**src/rtl/sync_fifo_flex_if.sv**
```systemverilog
// Handshake/status bundle between a sync_fifo_flex and its user; peak_level exists only with SYNC_FIFO_WATERMARK_EN.
// Master is the user side, slave is the FIFO side.
interface sync_fifo_flex_if #(
  parameter int WIDTH = 8,
  parameter int DEPTH = 16,
  parameter int CNT_W = $clog2(DEPTH + 1)
);
  logic             clr;
  logic             wr_en;
  logic [WIDTH-1:0] wr_data;
  logic             rd_en;
  logic [WIDTH-1:0] rd_data;
  logic             rd_valid;
  logic             full;
  logic             empty;
  logic             almost_full;
  logic             almost_empty;
  logic [CNT_W-1:0] af_thresh;
  logic [CNT_W-1:0] ae_thresh;
  logic [CNT_W-1:0] data_avail;
  logic [CNT_W-1:0] room_avail;
  logic             overflow;
  logic             underflow;
  logic             err_clr;
`ifdef SYNC_FIFO_WATERMARK_EN
  logic [CNT_W-1:0] peak_level;
`endif

  modport master (
    output clr, wr_en, wr_data, rd_en, af_thresh, ae_thresh, err_clr,
    input  rd_data, rd_valid, full, empty, almost_full, almost_empty,
           data_avail, room_avail, overflow, underflow
`ifdef SYNC_FIFO_WATERMARK_EN
    , input peak_level
`endif
  );

  modport slave (
    input  clr, wr_en, wr_data, rd_en, af_thresh, ae_thresh, err_clr,
    output rd_data, rd_valid, full, empty, almost_full, almost_empty,
           data_avail, room_avail, overflow, underflow
`ifdef SYNC_FIFO_WATERMARK_EN
    , output peak_level
`endif
  );
endinterface

```
**src/rtl/sync_fifo_flex.sv**
```systemverilog
// Single-clock FIFO of any DEPTH>=2; read data registered (1 cycle after pop), drops push-when-full / pop-when-empty
// and flags them sticky; synchronous flush; SYNC_FIFO_WATERMARK_EN adds a peak occupancy tracker.
module sync_fifo_flex #(
  parameter int WIDTH = 8,
  parameter int DEPTH = 16,
  parameter int PTR_W = $clog2(DEPTH),
  parameter int CNT_W = $clog2(DEPTH + 1)
) (
  input  logic            fifo_clk,
  input  logic            rst_n,
  sync_fifo_flex_if.slave bus
);
  localparam logic [PTR_W-1:0] LAST_PTR  = PTR_W'(DEPTH - 1);
  localparam logic [CNT_W-1:0] DEPTH_CNT = CNT_W'(DEPTH);

  logic [WIDTH-1:0] r_mem [DEPTH];
  logic [PTR_W-1:0] r_wr_ptr;
  logic [PTR_W-1:0] r_rd_ptr;
  logic [CNT_W-1:0] r_count;
  logic [WIDTH-1:0] r_rd_data;
  logic             r_rd_valid;
  logic             r_overflow;
  logic             r_underflow;

  logic [CNT_W-1:0] w_count_nxt;
  logic             w_full;
  logic             w_empty;
  logic             w_wr_ok;
  logic             w_rd_ok;
  logic             w_ovf_evt;
  logic             w_unf_evt;

  // Explicit wrap compare keeps non-power-of-two depths correct.
  function automatic logic [PTR_W-1:0] ptr_inc(input logic [PTR_W-1:0] p);
    return (p == LAST_PTR) ? '0 : p + PTR_W'(1);
  endfunction

  assign w_empty   = (r_count == '0);
  assign w_full    = (r_count == DEPTH_CNT);
  assign w_rd_ok   = bus.rd_en & ~w_empty;
  assign w_wr_ok   = bus.wr_en & (~w_full | w_rd_ok);
  assign w_ovf_evt = bus.wr_en & ~w_wr_ok;
  assign w_unf_evt = bus.rd_en & ~w_rd_ok;

  always_comb begin
    w_count_nxt = r_count;
    case ({w_wr_ok, w_rd_ok})
      2'b10:   w_count_nxt = r_count + CNT_W'(1);
      2'b01:   w_count_nxt = r_count - CNT_W'(1);
      default: w_count_nxt = r_count;
    endcase
  end

  // Storage is deliberately not reset.
  always_ff @(posedge fifo_clk) begin
    if (!bus.clr && w_wr_ok) begin
      r_mem[r_wr_ptr] <= bus.wr_data;
    end
  end

  always_ff @(posedge fifo_clk or negedge rst_n) begin
    if (!rst_n) begin
      r_wr_ptr    <= '0;
      r_rd_ptr    <= '0;
      r_count     <= '0;
      r_rd_data   <= '0;
      r_rd_valid  <= 1'b0;
      r_overflow  <= 1'b0;
      r_underflow <= 1'b0;
    end else if (bus.clr) begin
      r_wr_ptr    <= '0;
      r_rd_ptr    <= '0;
      r_count     <= '0;
      r_rd_valid  <= 1'b0;
      r_overflow  <= 1'b0;
      r_underflow <= 1'b0;
    end else begin
      if (w_wr_ok) begin
        r_wr_ptr <= ptr_inc(r_wr_ptr);
      end
      if (w_rd_ok) begin
        r_rd_ptr  <= ptr_inc(r_rd_ptr);
        r_rd_data <= r_mem[r_rd_ptr];
      end
      r_rd_valid  <= w_rd_ok;
      r_count     <= w_count_nxt;
      // A fresh error in the same cycle as err_clr must survive.
      r_overflow  <= w_ovf_evt | (r_overflow & ~bus.err_clr);
      r_underflow <= w_unf_evt | (r_underflow & ~bus.err_clr);
    end
  end

`ifdef SYNC_FIFO_WATERMARK_EN
  logic [CNT_W-1:0] r_peak;

  always_ff @(posedge fifo_clk or negedge rst_n) begin
    if (!rst_n) begin
      r_peak <= '0;
    end else if (bus.clr) begin
      r_peak <= '0;
    end else if (bus.err_clr) begin
      r_peak <= w_count_nxt;
    end else if (w_count_nxt > r_peak) begin
      r_peak <= w_count_nxt;
    end
  end

  assign bus.peak_level = r_peak;
`endif

  assign bus.rd_data      = r_rd_data;
  assign bus.rd_valid     = r_rd_valid;
  assign bus.full         = w_full;
  assign bus.empty        = w_empty;
  assign bus.almost_full  = (r_count >= bus.af_thresh);
  assign bus.almost_empty = (r_count <= bus.ae_thresh);
  assign bus.data_avail   = r_count;
  assign bus.room_avail   = DEPTH_CNT - r_count;
  assign bus.overflow     = r_overflow;
  assign bus.underflow    = r_underflow;
endmodule
```
**src/flat_wrapper.sv**
```systemverilog
// flat-port wrapper written by rule: the top's interface ports become plain ports
module sync_fifo_flex_flat 
#(
  parameter int WIDTH = 8,
  parameter int DEPTH = 16,
  parameter int PTR_W = $clog2(DEPTH),
  parameter int CNT_W = $clog2(DEPTH + 1)
)
  (fifo_clk, rst_n, bus_clr, bus_wr_en, bus_wr_data, bus_rd_en, bus_af_thresh, bus_ae_thresh, bus_err_clr, bus_rd_data, bus_rd_valid, bus_full, bus_empty, bus_almost_full, bus_almost_empty, bus_data_avail, bus_room_avail, bus_overflow, bus_underflow);
  sync_fifo_flex_if #(.WIDTH(WIDTH), .DEPTH(DEPTH), .CNT_W(CNT_W)) bus_i ();
  input  logic fifo_clk;
  input  logic rst_n;
  input wire logic [$bits(bus_i.clr)-1:0] bus_clr;
  input wire logic [$bits(bus_i.wr_en)-1:0] bus_wr_en;
  input wire logic [$bits(bus_i.wr_data)-1:0] bus_wr_data;
  input wire logic [$bits(bus_i.rd_en)-1:0] bus_rd_en;
  input wire logic [$bits(bus_i.af_thresh)-1:0] bus_af_thresh;
  input wire logic [$bits(bus_i.ae_thresh)-1:0] bus_ae_thresh;
  input wire logic [$bits(bus_i.err_clr)-1:0] bus_err_clr;
  output wire logic [$bits(bus_i.rd_data)-1:0] bus_rd_data;
  output wire logic [$bits(bus_i.rd_valid)-1:0] bus_rd_valid;
  output wire logic [$bits(bus_i.full)-1:0] bus_full;
  output wire logic [$bits(bus_i.empty)-1:0] bus_empty;
  output wire logic [$bits(bus_i.almost_full)-1:0] bus_almost_full;
  output wire logic [$bits(bus_i.almost_empty)-1:0] bus_almost_empty;
  output wire logic [$bits(bus_i.data_avail)-1:0] bus_data_avail;
  output wire logic [$bits(bus_i.room_avail)-1:0] bus_room_avail;
  output wire logic [$bits(bus_i.overflow)-1:0] bus_overflow;
  output wire logic [$bits(bus_i.underflow)-1:0] bus_underflow;
  assign bus_i.clr = bus_clr;
  assign bus_i.wr_en = bus_wr_en;
  assign bus_i.wr_data = bus_wr_data;
  assign bus_i.rd_en = bus_rd_en;
  assign bus_i.af_thresh = bus_af_thresh;
  assign bus_i.ae_thresh = bus_ae_thresh;
  assign bus_i.err_clr = bus_err_clr;
  assign bus_rd_data = bus_i.rd_data;
  assign bus_rd_valid = bus_i.rd_valid;
  assign bus_full = bus_i.full;
  assign bus_empty = bus_i.empty;
  assign bus_almost_full = bus_i.almost_full;
  assign bus_almost_empty = bus_i.almost_empty;
  assign bus_data_avail = bus_i.data_avail;
  assign bus_room_avail = bus_i.room_avail;
  assign bus_overflow = bus_i.overflow;
  assign bus_underflow = bus_i.underflow;
  sync_fifo_flex #(.WIDTH(WIDTH), .DEPTH(DEPTH), .PTR_W(PTR_W), .CNT_W(CNT_W)) u_core (.fifo_clk(fifo_clk), .rst_n(rst_n), .bus(bus_i));
endmodule
```
**config.mk**
```make
export PLATFORM = sky130hd
export DESIGN_NAME = sync_fifo_flex_flat
export DESIGN_NICKNAME = d
export VERILOG_FILES = /design/src/rtl/sync_fifo_flex_if.sv /design/src/rtl/sync_fifo_flex.sv /design/src/flat_wrapper.sv
export SDC_FILE = /design/constraint.sdc
export NUM_CORES = 1
export LEC_CHECK = 0
export CORE_MARGIN = 2
export CORE_UTILIZATION = 23
export DETAILED_ROUTE_END_ITERATION = 8
export PLACE_DENSITY = 0.36
export SYNTH_ARGS = -nofsm -noshare
export SYNTH_HDL_FRONTEND = slang
export SYNTH_SLANG_ARGS = --single-unit
```
**constraint.sdc**
```tcl
create_clock -name fifo_clk -period 8.5 [get_ports fifo_clk]
set_input_delay 2.125 -clock fifo_clk [delete_from_list [all_inputs] [get_ports fifo_clk]]
set_output_delay 2.125 -clock fifo_clk [all_outputs]
set_load 0.005 [all_outputs]
```
Word level (Yosys, flattened, before mapping). Memory sizes are Yosys's and may differ from the RTL's. A register that Yosys moved wholly into a read port is not among the register bits. Index checks and enable logic that the tools add are counted.

Flip-flop bits (word level): 16. Memories kept: 1. Bits in writable memories: 128.

Memories: u_core.r_mem (words 16, bits a word 8, rd ports 1, clocked after Yosys merged registers in 1, write ports 1, RTL line sync_fifo_flex.sv:16) `logic [WIDTH-1:0] r_mem [DEPTH];`.

Bitwise logic cells: 15. Reductions and logical operators: 8. Magnitude comparators: 2. Muxes and demuxes: 13. Add/sub/neg operators: 5. Equality and inequality tests: 5.

Operators with widths (number): 4-bit 2-to-1 mux (6); 5-bit case mux with 2 select lines (1); 4-bit by 1-bit adder with 4-bit output (second input constant) (2); 4-bit equality test (second input constant) (2); 1-bit AND (6); 1-bit inverter (6); 5-bit by 1-bit adder with 5-bit output (second input constant) (1); 5-bit equality test (second input constant) (1); 5-bit >= comparator (1); 5-bit less-or-equal comparator (1); 5-bit logical NOT (1); 1-bit 2-to-1 mux (5); 5-bit 2-to-1 mux (1); 5-bit by 1-bit subtractor with 5-bit output (second input constant) (1); 5-bit subtractor (first input constant) (1); 2-bit nonzero test (2); 1-bit OR (3); 3-bit nonzero test (1); 2-bit by 1-bit equality test with 1-bit output (second input constant) (1); 2-bit equality test (second input constant) (1); 1-bit logical NOT (2); 2-bit AND reduction (1); 1-bit logical AND (1).

Longest topological paths before layout.
Depth after elaboration: 9. Gate-level depth with buffers: 14. Gate-level depth less buffers: 13.

Worst setup path before layout. OpenSTA, ideal clock, no wires.

Path type: input to output. From: input bus_ae_thresh[1]. To: output bus_almost_empty. Cell stages on the path: 7. Data arrival time: 3.040 ns. Setup slack: 3.335 ns. Buffers on the path: 0. Cells stage by stage: inv_1 ha_1 nor2b_1 o21ai_0 a21oi_1 o21a_1 o22ai_1.

Word-level cells in the longest chain between the ends: 1.

Ends and longest elaborated chain: start, declared (RTL line flat_wrapper.sv:18) `input wire logic [$bits(bus_i.ae_thresh)-1:0] bus_ae_thresh;`; 5-bit less-or-equal comparator (RTL line sync_fifo_flex.sv:116) `assign bus.almost_empty = (r_count <= bus.ae_thresh);`; end, declared (RTL line flat_wrapper.sv:25) `output wire logic [$bits(bus_i.almost_empty)-1:0] bus_almost_empty;`.

Every way passes these cells.

Worst setup path in the final report. Same ends and word-level chain as after synthesis.

==> results.json <==
{
  "status": "finished, final reports clean",
  "ant_nets": 0,
  "drt_iter0_drc": 111,
  "drtPass1Iterations": 4,
  "clock_sinks": 152,
  "drv_slew": 0,
  "die_area_sq_um": 30100,
  "clock-skew-final_ns": 0.0105,
  "rsz0062_at_grt": "false",
  "grt_max_degree": 49,
  "grt_pass1_wl_mm": 24.1,
  "power_frac_comb_pct": 23.4,
  "critPathMaxFanout": 2,
  "syn_area_per_cell_sq_um": 15.8,
  "num-nets-final": 515,
  "cts_resized": 0,
  "synth_ff_type": "edfxtp_1",
  "initial_utilization_pct": 23.2,
  "ys_ff_latch": 152,
  "fmax_ghz": 0.161,
  "synth_top_cell_by_area": "edfxtp_1",
  "crit_path_end_kind": "output port",
  "insertion_delay_ns": 0.42,
  "period_needed_ns": 6.20,
  "grt.total_usage_pct": 11.0,
  "gp_congestion": 0.717,
  "path_clk_slew_ns": 0.06,
  "setup_viol": 0,
  "fillerInstances": 2883,
  "wirelength_mm": 15.9,
  "core_area_sq_um": 28500,
  "antenna_found_initial": 0,
  "fin_util_pct": 28.0,
  "syn_area_sq_um": 6610,
  "rows": 62,
  "yosys-top-cells-area": "edfxtp_1 58%, dfrtp_1 9.1%, mux2i_1 5.0%",
  "drc_errors": 0,
  "fin_area_sq_um": 7980,
  "clkPwrFrac_pct": 34.0,
  "clk_path_buf_depth": 2,
  "switching_share_pct": 28.5,
  "power_switching_mw": 0.594,
  "internal-power_mw": 1.49,
  "yosysWarnings": 0,
  "diodes": 0,
  "crit_arrival_ns": 4.08,
  "synth_nets": 464,
  "peakVddDrop_uv": 108,
  "placed_cell_area_sq_um": 7430,
  "drive_gt1_share_pct": 14.3,
  "num_io_pins": 49,
  "cts_tree": "done",
  "viasPerCell": 4.13,
  "p_seq_share_pct": 42.6,
  "vias": 3574,
  "finalHoldViolations": 0,
  "synth_edf_count": 128,
  "grt_pass1_vias": 3875,
  "p_leak_nw": 2.70,
  "powerDensity_nw_per_um2": 262,
  "ys_seq_area_share_pct": 67.2,
  "start_kind": "primary input",
  "synth_top_area_share_pct": 58.1,
  "grt_overflow": 0,
  "area_growth_pct": 20.7,
  "fin_setup_tns_ns": 0,
  "die_h_um": 174,
  "cts_setup_buffers": 0,
  "cts_buffers": 17,
  "max-cap-violations": 0,
  "required_ns": 6.38,
  "path_class": "primary input to output port",
  "numPortBuffers": 48,
  "ys_types": 46,
  "tightest_slew_ns": 1.05,
  "routedWlPerCell_um": 18.3,
  "syn_inst": 418,
  "die_w_um": 174,
  "hold_path_class": "flop to flop",
  "synthTopCellsByCount": "128 x edfxtp_1, 38 x nor2_1, 33 x mux2i_1",
  "cts-hold-fix-buffers": 0,
  "hpwl_mm": 10.3,
  "synth.most_common_cell": "edfxtp_1",
  "synthArstFlopShare_pct": 15.8,
  "max_slew_margin_pct": 29.6,
  "htree_levels": 4,
  "fin_crit_sh_pct": 73.0,
  "cts_root_buffer": "clkbuf_16"
}
[power groups by stage]
stage / Clock (mW) / Sequential [mW] / Combinational (mW)
global route: 0.759 / 0.897 / 0.544
detailed placement: 0 / 0.908 / 0.503
floorplan: 0 / 0.894 / 0.314
finish: 0.709 / 0.889 / 0.489
CTS: 0.730 / 0.892 / 0.504
global placement: 0 / 0.907 / 0.498
[per-layer routing]
metal | part of all wire (%) | up-vias | global-route usage [%] | wire length [um]
met5 | 0 | - | 0 | 0
met4 | 1.1 | 0 | 3.28 | 176
met3 | 2.7 | 12 | 2.37 | 434
met2 | 52 | 45 | 19.3 | 8190
met1 | 45 | 1823 | 13.6 | 7060
li1 | - | 1694 | - | -
[cell families (layout without fill, tap and decap cells)]
kind of cell    Yosys count  in the layout  synth area share (%)
fa+ha+maj                22             22                  4.28
compound gates           54             54                  5.20
buf+inv                  38            102                  3.65
flops                   152            152                  67.2
mux                      50             50                  10.9
simple gates             95             95                  7.82
xor+xnor                  7              7                 0.927
[sequential cells by signal, indices dropped and copies added, names as in the netlist]
name,count
u_core.r_wr_ptr,4
u_core.r_rd_ptr,4
u_core.bus.data_avail,5
u_core.bus.rd_valid,1
u_core.bus.underflow,1
u_core.bus.rd_data,8
u_core.r_mem,128
u_core.bus.overflow,1
[path summary, 6_finish.rpt]
check	from	slack [ns]	to	depth (start not counted)
max	bus_ae_thresh[1]	2.30	bus_almost_empty	9
max reg2reg	u_core.bus.data_avail[0]	4.95	u_core.bus.data_avail[4]	11
max in group asynchronous	rst_n	6.11	u_core.r_rd_ptr[0]	2
min	u_core.bus.overflow	0.54	u_core.bus.overflow	2
min in group asynchronous	rst_n	2.09	u_core.bus.underflow	2
min reg2reg	u_core.bus.overflow	0.54	u_core.bus.overflow	2
[critical path: stages]
cell and delay, ns:
clkdlybuf4s50_1 0.46, inv_1 0.04, ha_1 0.28, nor2b_1 0.13, o21ai_0 0.14, a21oi_1 0.08, o21a_1 0.16, o22ai_1 0.13
clkdlybuf4s50_1 0.52
[stage by stage]
step	hold slack [ns]	setup slack (ns)	power [mW]	cells
floorplan	0.497	3.33	1.21	418
global route	0.593	2.16	2.20	866
finish	0.541	2.30	2.09	866
detailed placement	0.536	2.28	1.41	834
global placement	0.504	2.28	1.41	834
CTS	0.554	2.28	2.13	866
[cell type report]
type	count	area [sq um]	share of cell area, %
tap	384	480	6.02
clock buffer	17	425	5.33
clock inverter	15	130	1.63
timing repair buffer	51	503	6.30
inverter	19	71.3	0.894
sequential	152	4450	55.7
multi-input combinational	228	1930	24.1
[cell usage in the layout (no fill, tap or decap), drive strengths merged, types with 4 or more instances in the layout]
master and count:
a21oi 11, clkbuf 17, clkdlybuf4s50 48, dfrtp 24, edfxtp 128, ha 21, inv 28, mux2i 33
mux4 16, nand2 15, nand2b 6, nor2 40, nor3 22, o21ai 6, o22ai 25, xor2 4
No activity file was read; power rests on OpenSTA's default activity.
